**config.mk**
```make
export PLATFORM = sky130hd
export DESIGN_NAME = rx_bit_sequencer_flat
export DESIGN_NICKNAME = d
export VERILOG_FILES = /design/src/rtl/rx_bit_sequencer_if.sv /design/src/rtl/rx_bit_sequencer.sv /design/src/flat_wrapper.sv
export SDC_FILE = /design/constraint.sdc
export NUM_CORES = 1
export LEC_CHECK = 0
export CAP_MARGIN = 20
export CORE_MARGIN = 4
export CORE_UTILIZATION = 35
export CTS_CLUSTER_DIAMETER = 150
export DETAILED_ROUTE_END_ITERATION = 12
export PLACE_DENSITY = 0.53
export REMOVE_ABC_BUFFERS = 1
export SKIP_LAST_GASP = 1
export SYNTH_ARGS = -nofsm -noshare
export SYNTH_HDL_FRONTEND = slang
export SYNTH_SLANG_ARGS = --single-unit
```
**constraint.sdc**
```tcl
create_clock -name clk -period 2.1 [get_ports clk]
set_clock_uncertainty 0.15 [all_clocks]
set_input_delay 0.21 -clock clk [delete_from_list [all_inputs] [get_ports clk]]
set_output_delay 0.21 -clock clk [all_outputs]
set_load 0.02 [all_outputs]
```
**src/rtl/rx_bit_sequencer_if.sv**
```systemverilog
// Receive-side bus between the bit sequencer and its consumer.
//   serial_in      : synchronized serial line (idles high), into the sequencer
//   data_read      : consumer acknowledge, into the sequencer
//   rx_data        : last good received word
//   data_ready     : a new word is held in rx_data
//   framing_error  : sticky, last frame had a bad stop bit
//   overrun_error  : sticky, a word completed while data_ready was already set
//   busy           : sequencer is inside a frame
interface rx_bit_sequencer_if #(
  parameter int unsigned DATA_BITS = 8
);
  logic                 serial_in;
  logic                 data_read;
  logic [DATA_BITS-1:0] rx_data;
  logic                 data_ready;
  logic                 framing_error;
  logic                 overrun_error;
  logic                 busy;

  // Sequencer side.
  modport master (
    input  serial_in,
    input  data_read,
    output rx_data,
    output data_ready,
    output framing_error,
    output overrun_error,
    output busy
  );

  // Line driver / consumer side.
  modport slave (
    output serial_in,
    output data_read,
    input  rx_data,
    input  data_ready,
    input  framing_error,
    input  overrun_error,
    input  busy
  );
endinterface

```
**src/rtl/rx_bit_sequencer.sv**
```systemverilog
// Serial receive sequencer for start/data/stop frames, LSB first.
// It detects the start bit, confirms it at mid-bit, samples each data bit at
// mid-period, checks the stop bit, and presents the word with status flags.
//   clk    : system clock
//   n_rst  : asynchronous active-low reset
//   bus    : rx_bit_sequencer_if.master (serial_in, data_read in;
//            rx_data, data_ready, framing_error, overrun_error, busy out)
module rx_bit_sequencer #(
  parameter int unsigned CLKS_PER_BIT = 10,
  parameter int unsigned DATA_BITS    = 8
) (
  input  logic               clk,
  input  logic               n_rst,
  rx_bit_sequencer_if.master bus
);

  localparam int unsigned TIMER_W = $clog2(CLKS_PER_BIT);
  localparam int unsigned CNT_W   = $clog2(DATA_BITS + 1);
  localparam int unsigned HALF    = CLKS_PER_BIT / 2;

  typedef enum logic [1:0] {
    IDLE  = 2'd0,
    START = 2'd1,
    DATA  = 2'd2,
    STOP  = 2'd3
  } state_t;

  state_t               state;
  logic [TIMER_W-1:0]   timer;
  logic [CNT_W-1:0]     bit_cnt;
  logic                 line_prev;
  logic [DATA_BITS-1:0] shift_reg;

  logic start_edge_c;
  logic half_hit_c;
  logic period_hit_c;
  logic last_bit_c;

  // Falling edge of the line; needs a high sample first, so a line held low
  // after a glitch or bad stop bit cannot retrigger.
  assign start_edge_c = line_prev & ~bus.serial_in;
  // Timer counts the edges since the last reference point, minus one.
  assign half_hit_c   = (timer == TIMER_W'(HALF - 1));
  assign period_hit_c = (timer == TIMER_W'(CLKS_PER_BIT - 1));
  assign last_bit_c   = (bit_cnt == CNT_W'(DATA_BITS - 1));

  // Control FSM, bit-period timer, bit counter and registered status.
  always_ff @(posedge clk or negedge n_rst) begin
    if (!n_rst) begin
      state             <= IDLE;
      timer             <= '0;
      bit_cnt           <= '0;
      line_prev         <= 1'b1;
      shift_reg         <= '0;
      bus.rx_data       <= '0;
      bus.data_ready    <= 1'b0;
      bus.framing_error <= 1'b0;
      bus.overrun_error <= 1'b0;
      bus.busy          <= 1'b0;
    end else begin
      line_prev <= bus.serial_in;

      // Acknowledge; a word completing on this same edge overrides below.
      if (bus.data_read) begin
        bus.data_ready    <= 1'b0;
        bus.overrun_error <= 1'b0;
      end

      case (state)
        IDLE: begin
          if (start_edge_c) begin
            state             <= START;
            timer             <= '0;
            bus.framing_error <= 1'b0;
            bus.busy          <= 1'b1;
          end
        end

        START: begin
          if (half_hit_c) begin
            timer <= '0;
            if (!bus.serial_in) begin
              state   <= DATA;
              bit_cnt <= '0;
            end else begin
              // Start bit did not hold to mid-bit: treat as a glitch.
              state    <= IDLE;
              bus.busy <= 1'b0;
            end
          end else begin
            timer <= timer + 1'b1;
          end
        end

        DATA: begin
          if (period_hit_c) begin
            timer <= '0;
            // Shift in from the top so the first bit ends up in bit 0.
            shift_reg <= {bus.serial_in, shift_reg[DATA_BITS-1:1]};
            bit_cnt   <= bit_cnt + 1'b1;
            if (last_bit_c) begin
              state <= STOP;
            end
          end else begin
            timer <= timer + 1'b1;
          end
        end

        STOP: begin
          if (period_hit_c) begin
            timer    <= '0;
            bit_cnt  <= '0;
            state    <= IDLE;
            bus.busy <= 1'b0;
            if (bus.serial_in) begin
              bus.rx_data    <= shift_reg;
              bus.data_ready <= 1'b1;
              if (bus.data_ready && !bus.data_read) begin
                bus.overrun_error <= 1'b1;
              end
            end else begin
              bus.framing_error <= 1'b1;
            end
          end else begin
            timer <= timer + 1'b1;
          end
        end

        default: begin
          state    <= IDLE;
          bus.busy <= 1'b0;
        end
      endcase
    end
  end

endmodule

```
**src/flat_wrapper.sv**
```systemverilog
// flat-port wrapper written by rule: the top's interface ports become plain ports
module rx_bit_sequencer_flat 
#(
  parameter int unsigned CLKS_PER_BIT = 10,
  parameter int unsigned DATA_BITS    = 8
)
  (clk, n_rst, bus_serial_in, bus_data_read, bus_rx_data, bus_data_ready, bus_framing_error, bus_overrun_error, bus_busy);
  rx_bit_sequencer_if #(.DATA_BITS(DATA_BITS)) bus_i ();
  input  logic clk;
  input  logic n_rst;
  input wire logic [$bits(bus_i.serial_in)-1:0] bus_serial_in;
  input wire logic [$bits(bus_i.data_read)-1:0] bus_data_read;
  output wire logic [$bits(bus_i.rx_data)-1:0] bus_rx_data;
  output wire logic [$bits(bus_i.data_ready)-1:0] bus_data_ready;
  output wire logic [$bits(bus_i.framing_error)-1:0] bus_framing_error;
  output wire logic [$bits(bus_i.overrun_error)-1:0] bus_overrun_error;
  output wire logic [$bits(bus_i.busy)-1:0] bus_busy;
  assign bus_i.serial_in = bus_serial_in;
  assign bus_i.data_read = bus_data_read;
  assign bus_rx_data = bus_i.rx_data;
  assign bus_data_ready = bus_i.data_ready;
  assign bus_framing_error = bus_i.framing_error;
  assign bus_overrun_error = bus_i.overrun_error;
  assign bus_busy = bus_i.busy;
  rx_bit_sequencer #(.CLKS_PER_BIT(CLKS_PER_BIT), .DATA_BITS(DATA_BITS)) u_core (.clk(clk), .n_rst(n_rst), .bus(bus_i));
endmodule
```
Word level (Yosys, flattened, before mapping)
Index checks and enable logic that the tools add are counted.

Eq/ne operators: 14. Reduce and logical (&&, ||, !) cells: 13. Mux-type cells: 34. Bitwise logic cells: 2. Add/sub/neg operators: 2.

Operators by type and width (count): $mux 4 (7); $pmux 4 s3 (2); $mux 1 (16); $reduce_and 5->1 (3); $mux 2 (6); $ne 2x1->1 const B (5); $add 4x1->4 const B (2); $eq 4x3->1 const B (2); $pmux 2 s4 (1); $ne 2x2->1 const B (3); $reduce_bool 3->1 (2); $eq 2x2->1 const B (2); $eq 4x4->1 const B (1); $reduce_and 4->1 (1); $pmux 1 s3 (1); $reduce_and 3->1 (1); $eq 2x1->1 const B (1); $logic_not 2->1 (1); $pmux 1 s2 (1); $reduce_and 2->1 (1); $reduce_bool 2->1 (1); $reduce_or 2->1 (1); $and 1x1->1 (1); $logic_and 1x1->1 (1); 2 further kinds (2).

Register bits after elaboration: 31. Input bits: 4. Output and inout bits: 12.

Longest topological paths before layout
Gate-level depths: netlist of the first run.

Word-level depth: 6. Mapped depth: 6. Gate-level depth less buffers: 5.

Worst setup path before layout of the first run
OpenSTA, ideal clock, no wires.

Kind: reg2reg. Start point: register u_core.timer[1]. End point: register u_core.bus.rx_data[0]. Path slack: 0.379 ns. Required time: 1.825 ns. Data arrival time: 1.447 ns. Cell stages (with the launch flop): 6. Path buffers: 0. Clock period less this slack: 1.721 ns. Cells stage by stage: dfrtp_1 > inv_1 > ha_1 > nand4b_4 > nor3_4 > mux2_2.

Longest elaborated chain between the ends: 2.

RTL lines: start, declared (RTL line rx_bit_sequencer.sv:29) `logic [TIMER_W-1:0] timer;`; start signal, assigned (RTL line rx_bit_sequencer.sv:91) `timer <= timer + 1'b1;`; start signal, assigned (RTL line rx_bit_sequencer.sv:105) `timer <= timer + 1'b1;`; start signal, assigned (RTL line rx_bit_sequencer.sv:125) `timer <= timer + 1'b1;`; $eq 4x4->1 (RTL line rx_bit_sequencer.sv:44) `assign period_hit_c = (timer == TIMER_W'(CLKS_PER_BIT - 1));`; $reduce_and 3->1 (no line); end signal, assigned (RTL line rx_bit_sequencer.sv:116) `bus.rx_data <= shift_reg;`; end, declared (RTL line rx_bit_sequencer_if.sv:24) `output rx_data,`.

Every way passes these cells. A chain may end at the register's enable or synchronous reset.

Worst setup path in the final report of the first run
Start point: register u_core.timer[1]. End point: register u_core.bus.rx_data[7].

The elaborated chain is that of the path after synthesis.

==> results of run 1 <==
-- worst max-delay path by stage --
stage | to | slack, ns
final | u_core.bus.rx_data[7] | 0.22
after global routing | u_core.bus.rx_data[7] | 0.07
after CTS | u_core.bus.rx_data[7] | 0.18
after detailed placement | u_core.bus.rx_data[3] | 0.19
after global placement | u_core.bus.rx_data[2] | 0.25
after floorplan | u_core.bus.rx_data[0] | 0.29
-- per-stage QoR --
step,instances,hold WS [ns],util [%],area (um^2),setup WS (ns)
6_report,193,0.172,45.0,1800,0.218
5_1_grt,193,0.209,45.0,1800,0.0656
4_1_cts,193,0.180,45.0,1800,0.178
3_5_place_dp,185,0.338,42.0,1680,0.187
3_3_place_gp,185,0.332,42.0,1680,0.251
2_1_floorplan,114,-0.236,-,1420,0.287
-- routing by layer --
metal	vias to the layer above	wire, um	global-route usage [%]
met2	17	1350	19.3
met5	-	0	0
li1	475	-	-
met3	8	92	3.46
met1	472	1290	15.1
met4	0	80	5.94
-- power groups by stage --
| stage | Clock [uW] | Sequential (uW) | Combinational (uW) |
|---|---|---|---|
| after global placement | 0 | 799 | 484 |
| after floorplan | 0 | 813 | 308 |
| after global routing | 645 | 810 | 549 |
| final | 603 | 792 | 487 |
| after CTS | 623 | 793 | 497 |
| after detailed placement | 0 | 804 | 493 |
-- cell type report --
cell class                 count  area share [%]
clock buffer                   6            4.59
clock inverter                 2            1.95
inverter                       7            1.46
multi-input combinational     76            34.5
sequential                    31            43.2
tap                           50            3.48
timing repair buffer          21            10.8
-- cells by family (layout without fill, tap and decap cells) --
| group | Yosys count | in the layout |
|---|---|---|
| muxes | 16 | 16 |
| AOI/OAI and AO/OA | 20 | 20 |
| adders and majority gates | 4 | 4 |
| buffers and inverters | 11 | 36 |
| and+or+nand+nor | 36 | 36 |
| DFF | 31 | 31 |
-- critical path: stages (launching register included) --
cell and delay (ns):
dfrtp_1 0.41, inv_1 0.10, ha_1 0.20, nand4b_4 0.14
nor3_4 0.37, mux2_2 0.40
-- cell usage after synthesis (2+ instances only) --
library cell,n
mux2_2,15
a21o_1,2
a21oi_1,3
buf_4,3
nand4_1,3
nor2_1,5
inv_1,6
ha_1,4
nand2b_1,2
nand2_1,4
dfrtp_1,30
o21ai_0,5
nand3_1,9
==> run summary, run 1 <==
Yosys top cell area share - 51.7%
Nets@finish - 150
Die X - 72.4 um
Final period utilization - 89.6%
Root Buffer Master - clkbuf_8
Most common cell after layout, fill and taps aside - dfrtp_1
Initial Util - 36.3%
Max-Cap Viols - 0
Total GRT Usage - 12.1%
Routability Congestion - 0.763
CTS tree - done
Routed len/inst - 14.5 um
Synth Area in Compound Gates - 9.14%
Final hold violation count - 0
Register Area - 777 um^2
Logic pwr share - 25.9%
Min-Delay Path Class - in2async
Leak Pwr - 0.000844 uW
Area grow syn2layout - 24.0%
Share of layout cells above drive strength 1 - 25.9%
DRT Pass-1 Iters - 2
Routed vias/inst - 5.04
Worst-margin pin slew - 0.439 ns
Reg2Reg Setup Slack - 0.22 ns
Full die area - 5240 um^2
Pin count of the biggest net entering global routing - 32
Tot Pwr - 1880 uW
CP Capture Type - flop
Synthesized area - 1450 um^2
Setup TNS - 0 ns
Final setup violation count - 0
Clock Sinks - 31
Crit path kind - reg2reg
Post-synth EDFFs - 0
Ys async rst share - 100%
Io pins - 16
Ranking of synthesized cells by area - dfrtp_1 (52%), mux2_2 (12%), ha_1 (3.4%), nand3_1 (3.1%), nand4bb_4 (1.9%)
Synth Area in Simple Gates - 17.8%
Die height - 72.4 um
Switch share - 31.7%
Path depth of the worst reg2reg path - 5
P_int - 1290 uW
DRT antenna net count - 0
Largest family of logic cells by synthesized area - simple AND/OR/NAND/NOR gates
Highest-count cells in the layout ignoring fill and taps - dfrtp_1 (30), mux2_2 (15), clkdlybuf4s50_1 (15), nand3_1 (9)
Via count - 972
Power per Cell Area - 1050 nW/um^2
Core box area - 4000 um^2
Synth Flop Type - dfrtp_1
Diodes inserted - 0
Total CTS buffers - 5
Setup Buffers After CTS - 0
CP required - 2.11 ns
Max Root-Sink Buffers - 2
Cts repair resizes - 0
Post-synthesis mux area share - 12.3%
Unrepaired setup endpoints after global routing - no
Reg-to-Reg End - u_core.bus.rx_data[7]
Crit Path Max Fanout - 9
Switch Pwr - 597 uW
Post-synthesis xor/xnor area fraction - 0%
Synth Area per Inst - 12.3 um^2
Final slew viol count - 0
Yosys warning count - 0
Mapped Cells - 118
Startpoint class of the critical path - flop
Layout fillers - 370
GR Overflow Total - 0
Worst setup startpoint - u_core.timer[1]
Number of cell rows - 23
Seq cells post-synth - 31
Status - finished, final reports clean
R2R Path Start - u_core.timer[1]
Max Freq - 531 MHz
Clk slew on worst S/H paths - 0.07 ns
Port bufs - 15
HPWL after DPL - 2.00 mm
Flop pwr share - 42.1%
First-pass GRT wire length - 4.89 mm
Max-slew headroom - 70.7%
Yosys cell types - 40
Initial antenna violation count - 0
Tmin final - 1.88 ns
Number of global-route vias before repair - 1058
H-tree levels - 2
Area of the multi-input gates - 621 um^2
Worst vdd ir - 0.549 mV
Clock latency on the worst-skew pair - 0.28 ns
Cts hold-fix bufs - 0
Number of remaining DRC errors - 0
Clock share of power - 32.0%
Post-synth top area cell - dfrtp_1
Sequential area share after synthesis - 53.5%
Routed WL - 2.81 mm
Critical Path AT - 1.89 ns
Initial DRC count - 20
Adder-Cell Fraction of Synth Area - 3.45%
Power figures use the tool's default switching activity.
==> inputs of run 2 (changes only) <==
--- a/config.mk
+++ b/config.mk
@@ -6,11 +6,13 @@
 export NUM_CORES = 1
 export LEC_CHECK = 0
 export CAP_MARGIN = 20
+export CELL_PAD_IN_SITES_DETAIL_PLACEMENT = 0
+export CELL_PAD_IN_SITES_GLOBAL_PLACEMENT = 1
 export CORE_MARGIN = 4
 export CORE_UTILIZATION = 35
 export CTS_CLUSTER_DIAMETER = 150
 export DETAILED_ROUTE_END_ITERATION = 12
-export PLACE_DENSITY = 0.53
+export PLACE_DENSITY = 0.63
 export REMOVE_ABC_BUFFERS = 1
 export SKIP_LAST_GASP = 1
 export SYNTH_ARGS = -nofsm -noshare
==> run summary, run 2 (synthesis results as in run 1) <==
Initial DRC count - 29
Final slew viol count - 0
Area grow syn2layout - 23.6%
Crit Path Max Fanout - 14
Buf/Inv on CP - 2
Slowest CP cell - dfrtp_1
Number of global-route vias before repair - 1106
Number of remaining DRC errors - 0
Io pins - 16
Max Freq - 513 MHz
Final setup violation count - 0
Via count - 982
Routed vias/inst - 5.09
Worst-margin pin slew - 0.408 ns
Nets@finish - 150
Die X - 72.4 um
CP Cell Sequence - inv_1, ha_1, nand4b_4, nor3_4, buf_4, mux2_2
Setup Buffers After CTS - 0
Min-Delay Path Class - in2async
Reg-to-Reg End - u_core.bus.rx_data[7]
Cell family with most CP delay - simple AND/OR/NAND/NOR gates
Max-slew headroom - 72.7%
Full die area - 5240 um^2
Routability Congestion - 0.723
Tot Pwr - 1880 uW
Critical Path AT - 1.97 ns
Highest-count cells in the layout ignoring fill and taps - dfrtp_1 (30), mux2_2 (15), clkdlybuf4s50_1 (15), nand3_1 (9)
HPWL after DPL - 2.14 mm
Status - finished, final reports clean
Cts hold-fix bufs - 0
Unrepaired setup endpoints after global routing - no
Worst setup startpoint - u_core.timer[1]
GR Overflow Total - 0
Cts repair resizes - 0
Port bufs - 15
Leak Pwr - 0.000842 uW
Worst vdd ir - 0.420 mV
Final core occ - 44.9%
Reg2Reg Setup Slack - 0.15 ns
CP Capture Type - flop
Pre-CTS setup slack - 0.159 ns
Final period utilization - 92.8%
CP peak stage delay - 0.41 ns
Initial Util - 36.3%
Routed WL - 2.95 mm
Final WS setup - 0.151 ns
Max Root-Sink Buffers - 2
CP Capture Point - u_core.bus.rx_data[7]
Crit. path cell count - 6
CP required - 2.12 ns
Setup TNS - 0 ns
DRT antenna net count - 0
First-pass GRT wire length - 5.18 mm
Initial antenna violation count - 0
Pin count of the biggest net entering global routing - 32
Die height - 72.4 um
Path depth of the worst reg2reg path - 6
Startpoint class of the critical path - flop
Number of cell rows - 23
Core box area - 4000 um^2
Power per Cell Area - 1050 nW/um^2
Clock latency on the worst-skew pair - 0.28 ns
Layout fillers - 375
Tmin final - 1.95 ns
Total GRT Usage - 12.8%
Diodes inserted - 0
CTS tree - done
Hold_ws - 0.171 ns
Clk slew on worst S/H paths - 0.07 ns
Total CTS buffers - 5
Root Buffer Master - clkbuf_8
Final hold violation count - 0
Routed len/inst - 15.3 um
Share of layout cells above drive strength 1 - 25.9%
Clock Sinks - 31
Crit path kind - reg2reg
DRT Pass-1 Iters - 4
R2R Path Start - u_core.timer[1]
Max-Cap Viols - 0
Most common cell after layout, fill and taps aside - dfrtp_1
H-tree levels - 2
==> run 2: worst reg2reg max path: stages, from the launching register on <==
cell	delay, ns
dfrtp_1	0.41
inv_1	0.09
ha_1	0.20
nand4b_4	0.25
nor3_4	0.18
buf_4	0.20
mux2_2	0.35
==> run 2: how the worst min path moves through the flow <==
stage                          startpoint               endpoint  slack [ns]  cells past startpoint
floorplan                           n_rst              async pin       -0.24                      0
global placement      u_core.shift_reg[0]  u_core.bus.rx_data[0]        0.34                      1
detailed placement  u_core.bus.rx_data[5]  u_core.bus.rx_data[5]        0.35                      1
CTS                                 n_rst  u_core.bus.rx_data[2]        0.19                      2
global route                        n_rst        u_core.timer[1]        0.23                      2
finish                              n_rst        u_core.timer[3]        0.17                      2
==> run 2: area by class of cell <==
| class | count | area, um^2 | share of cell area [%] |
|---|---|---|---|
| Clock buffer | 5 | 68.8 | 3.84 |
| Clock inverter | 3 | 43.8 | 2.44 |
| Inverter | 7 | 26.3 | 1.46 |
| Multi-Input combinational cell | 76 | 621 | 34.6 |
| Sequential cell | 31 | 777 | 43.3 |
| Tap cell | 50 | 62.6 | 3.49 |
| Timing Repair Buffer | 21 | 195 | 10.9 |
==> run 2: metal layers <==
layer	global-route usage (%)	vias to the layer above	part of all wire [%]
met5	0	-	0
met3	4.29	5	4.1
li1	-	475	-
met1	15.2	487	45
met2	21.4	15	50
met4	4.92	0	1.2
==> run 2: through the flow <==
stage	cells	area, um^2
5_1_grt	193	1790
2_1_floorplan	114	1420
3_3_place_gp	185	1680
4_1_cts	193	1790
3_5_place_dp	185	1680
6_report	193	1790
==> run 2: where the power goes <==
part	switching [uW]	internal (uW)	total, uW
clock network	228	353	581
logic	273	229	502
registers	109	683	792
==> inputs of run 3 (changes only) <==
--- a/config.mk
+++ b/config.mk
@@ -6,13 +6,13 @@
 export NUM_CORES = 1
 export LEC_CHECK = 0
 export CAP_MARGIN = 20
-export CELL_PAD_IN_SITES_DETAIL_PLACEMENT = 0
-export CELL_PAD_IN_SITES_GLOBAL_PLACEMENT = 1
+export CELL_PAD_IN_SITES_DETAIL_PLACEMENT = 1
+export CELL_PAD_IN_SITES_GLOBAL_PLACEMENT = 2
 export CORE_MARGIN = 4
 export CORE_UTILIZATION = 35
 export CTS_CLUSTER_DIAMETER = 150
 export DETAILED_ROUTE_END_ITERATION = 12
-export PLACE_DENSITY = 0.63
+export PLACE_DENSITY = 0.72
 export REMOVE_ABC_BUFFERS = 1
 export SKIP_LAST_GASP = 1
 export SYNTH_ARGS = -nofsm -noshare
==> run summary, run 3 (synthesis results as in run 1) <==
Worst vdd ir - 0.403 mV
Worst-margin pin slew - 0.456 ns
Critical Path AT - 1.97 ns
Leak Pwr - 0.000813 uW
Crit Path Max Fanout - 13
Via count - 1027
Core box area - 4000 um^2
Tot Pwr - 1760 uW
Final slew viol count - 0
CP required - 2.13 ns
Number of global-route vias before repair - 1175
Number of remaining DRC errors - 0
Clock Sinks - 31
Cts hold-fix bufs - 0
Total GRT Usage - 14.5%
Die height - 72.4 um
Root Buffer Master - clkbuf_8
Cts repair resizes - 0
Reg2Reg Setup Slack - 0.16 ns
Setup Buffers After CTS - 0
Pin count of the biggest net entering global routing - 32
Power per Cell Area - 1010 nW/um^2
Diodes inserted - 0
Clk slew on worst S/H paths - 0.07 ns
Die X - 72.4 um
GR Overflow Total - 0
Total CTS buffers - 5
CP Capture Type - flop
Clock latency on the worst-skew pair - 0.28 ns
R2R Path Start - u_core.timer[1]
Share of layout cells above drive strength 1 - 24.1%
HPWL after DPL - 2.40 mm
First-pass GRT wire length - 5.81 mm
Path depth of the worst reg2reg path - 6
Routed vias/inst - 5.38
CP Capture Point - u_core.bit_cnt[3]
Crit path kind - reg2reg
Final hold violation count - 0
Number of cell rows - 23
Status - finished, final reports clean
Most common cell after layout, fill and taps aside - dfrtp_1
Io pins - 16
Reg-to-Reg End - u_core.bit_cnt[3]
Max-slew headroom - 69.5%
Highest-count cells in the layout ignoring fill and taps - dfrtp_1 (30), mux2_2 (15), clkdlybuf4s50_1 (15), nand3_1 (9), inv_1 (6)
Max Root-Sink Buffers - 2
Setup TNS - 0 ns
Port bufs - 15
Max Freq - 515 MHz
Final setup violation count - 0
DRT Pass-1 Iters - 5
CTS tree - done
Routability Congestion - 0.777
H-tree levels - 2
Initial antenna violation count - 0
Routed len/inst - 17.0 um
Initial Util - 36.3%
Nets@finish - 148
Startpoint class of the critical path - flop
Max-Cap Viols - 0
Tmin final - 1.94 ns
Final core occ - 43.8%
Min-Delay Path Class - in2async
Routed WL - 3.24 mm
Worst setup startpoint - u_core.timer[1]
Area grow syn2layout - 20.7%
Final period utilization - 92.4%
Layout fillers - 423
Unrepaired setup endpoints after global routing - no
DRT antenna net count - 0
Full die area - 5240 um^2
Initial DRC count - 32
## run 3: power by group
part	switching, uW	internal [uW]
combinational	269	218
clock	232	232
sequential	128	682
## run 3: stage by stage
step	hold slack (ns)	worst slack [ns]	cells	area [um^2]
2_1_floorplan	-0.236	0.287	114	1420
3_3_place_gp	0.333	0.216	183	1670
3_5_place_dp	0.348	0.179	183	1670
4_1_cts	0.189	0.160	191	1750
5_1_grt	0.217	0.0687	191	1750
6_report	0.172	0.160	191	1750
## run 3: worst max-delay path: stages (launching register included)
cell,delay [ns]
dfrtp_1,0.42
inv_1,0.11
ha_1,0.21
nand4b_4,0.13
buf_4,0.21
or4_1,0.49
o211ai_1,0.12
## run 3: layout make-up
cell class | count | area (um^2) | share of cell area [%]
clock buffers | 6 | 72.6 | 4.14
multi-input cells | 76 | 621 | 35.4
flip-flops and latches | 31 | 777 | 44.4
inverters | 7 | 26.3 | 1.50
well taps | 50 | 62.6 | 3.57
repair buffers | 19 | 180 | 10.3
clock inverters | 2 | 12.5 | 0.714
## run 3: layer usage
layer | global-route usage, % | part of all wire (%) | up-vias | routed length [um]
met5 | 0 | 0 | - | 0
met4 | 6.15 | 1.3 | 0 | 42
met3 | 3.19 | 4.0 | 6 | 131
met2 | 23.9 | 50 | 22 | 1610
met1 | 18.5 | 45 | 524 | 1450
li1 | - | - | 475 | -
## run 3: how the worst min path moves through the flow
stage,from,endpoint,slack (ns),depth (start not counted)
2_1_floorplan,n_rst,async pin,-0.24,0
3_3_place_gp,u_core.shift_reg[0],u_core.bus.rx_data[0],0.33,1
3_5_place_dp,u_core.bus.rx_data[6],u_core.bus.rx_data[6],0.35,1
4_1_cts,n_rst,u_core.timer[3],0.19,2
5_1_grt,n_rst,u_core.timer[3],0.22,2
6_report,n_rst,u_core.timer[3],0.17,2
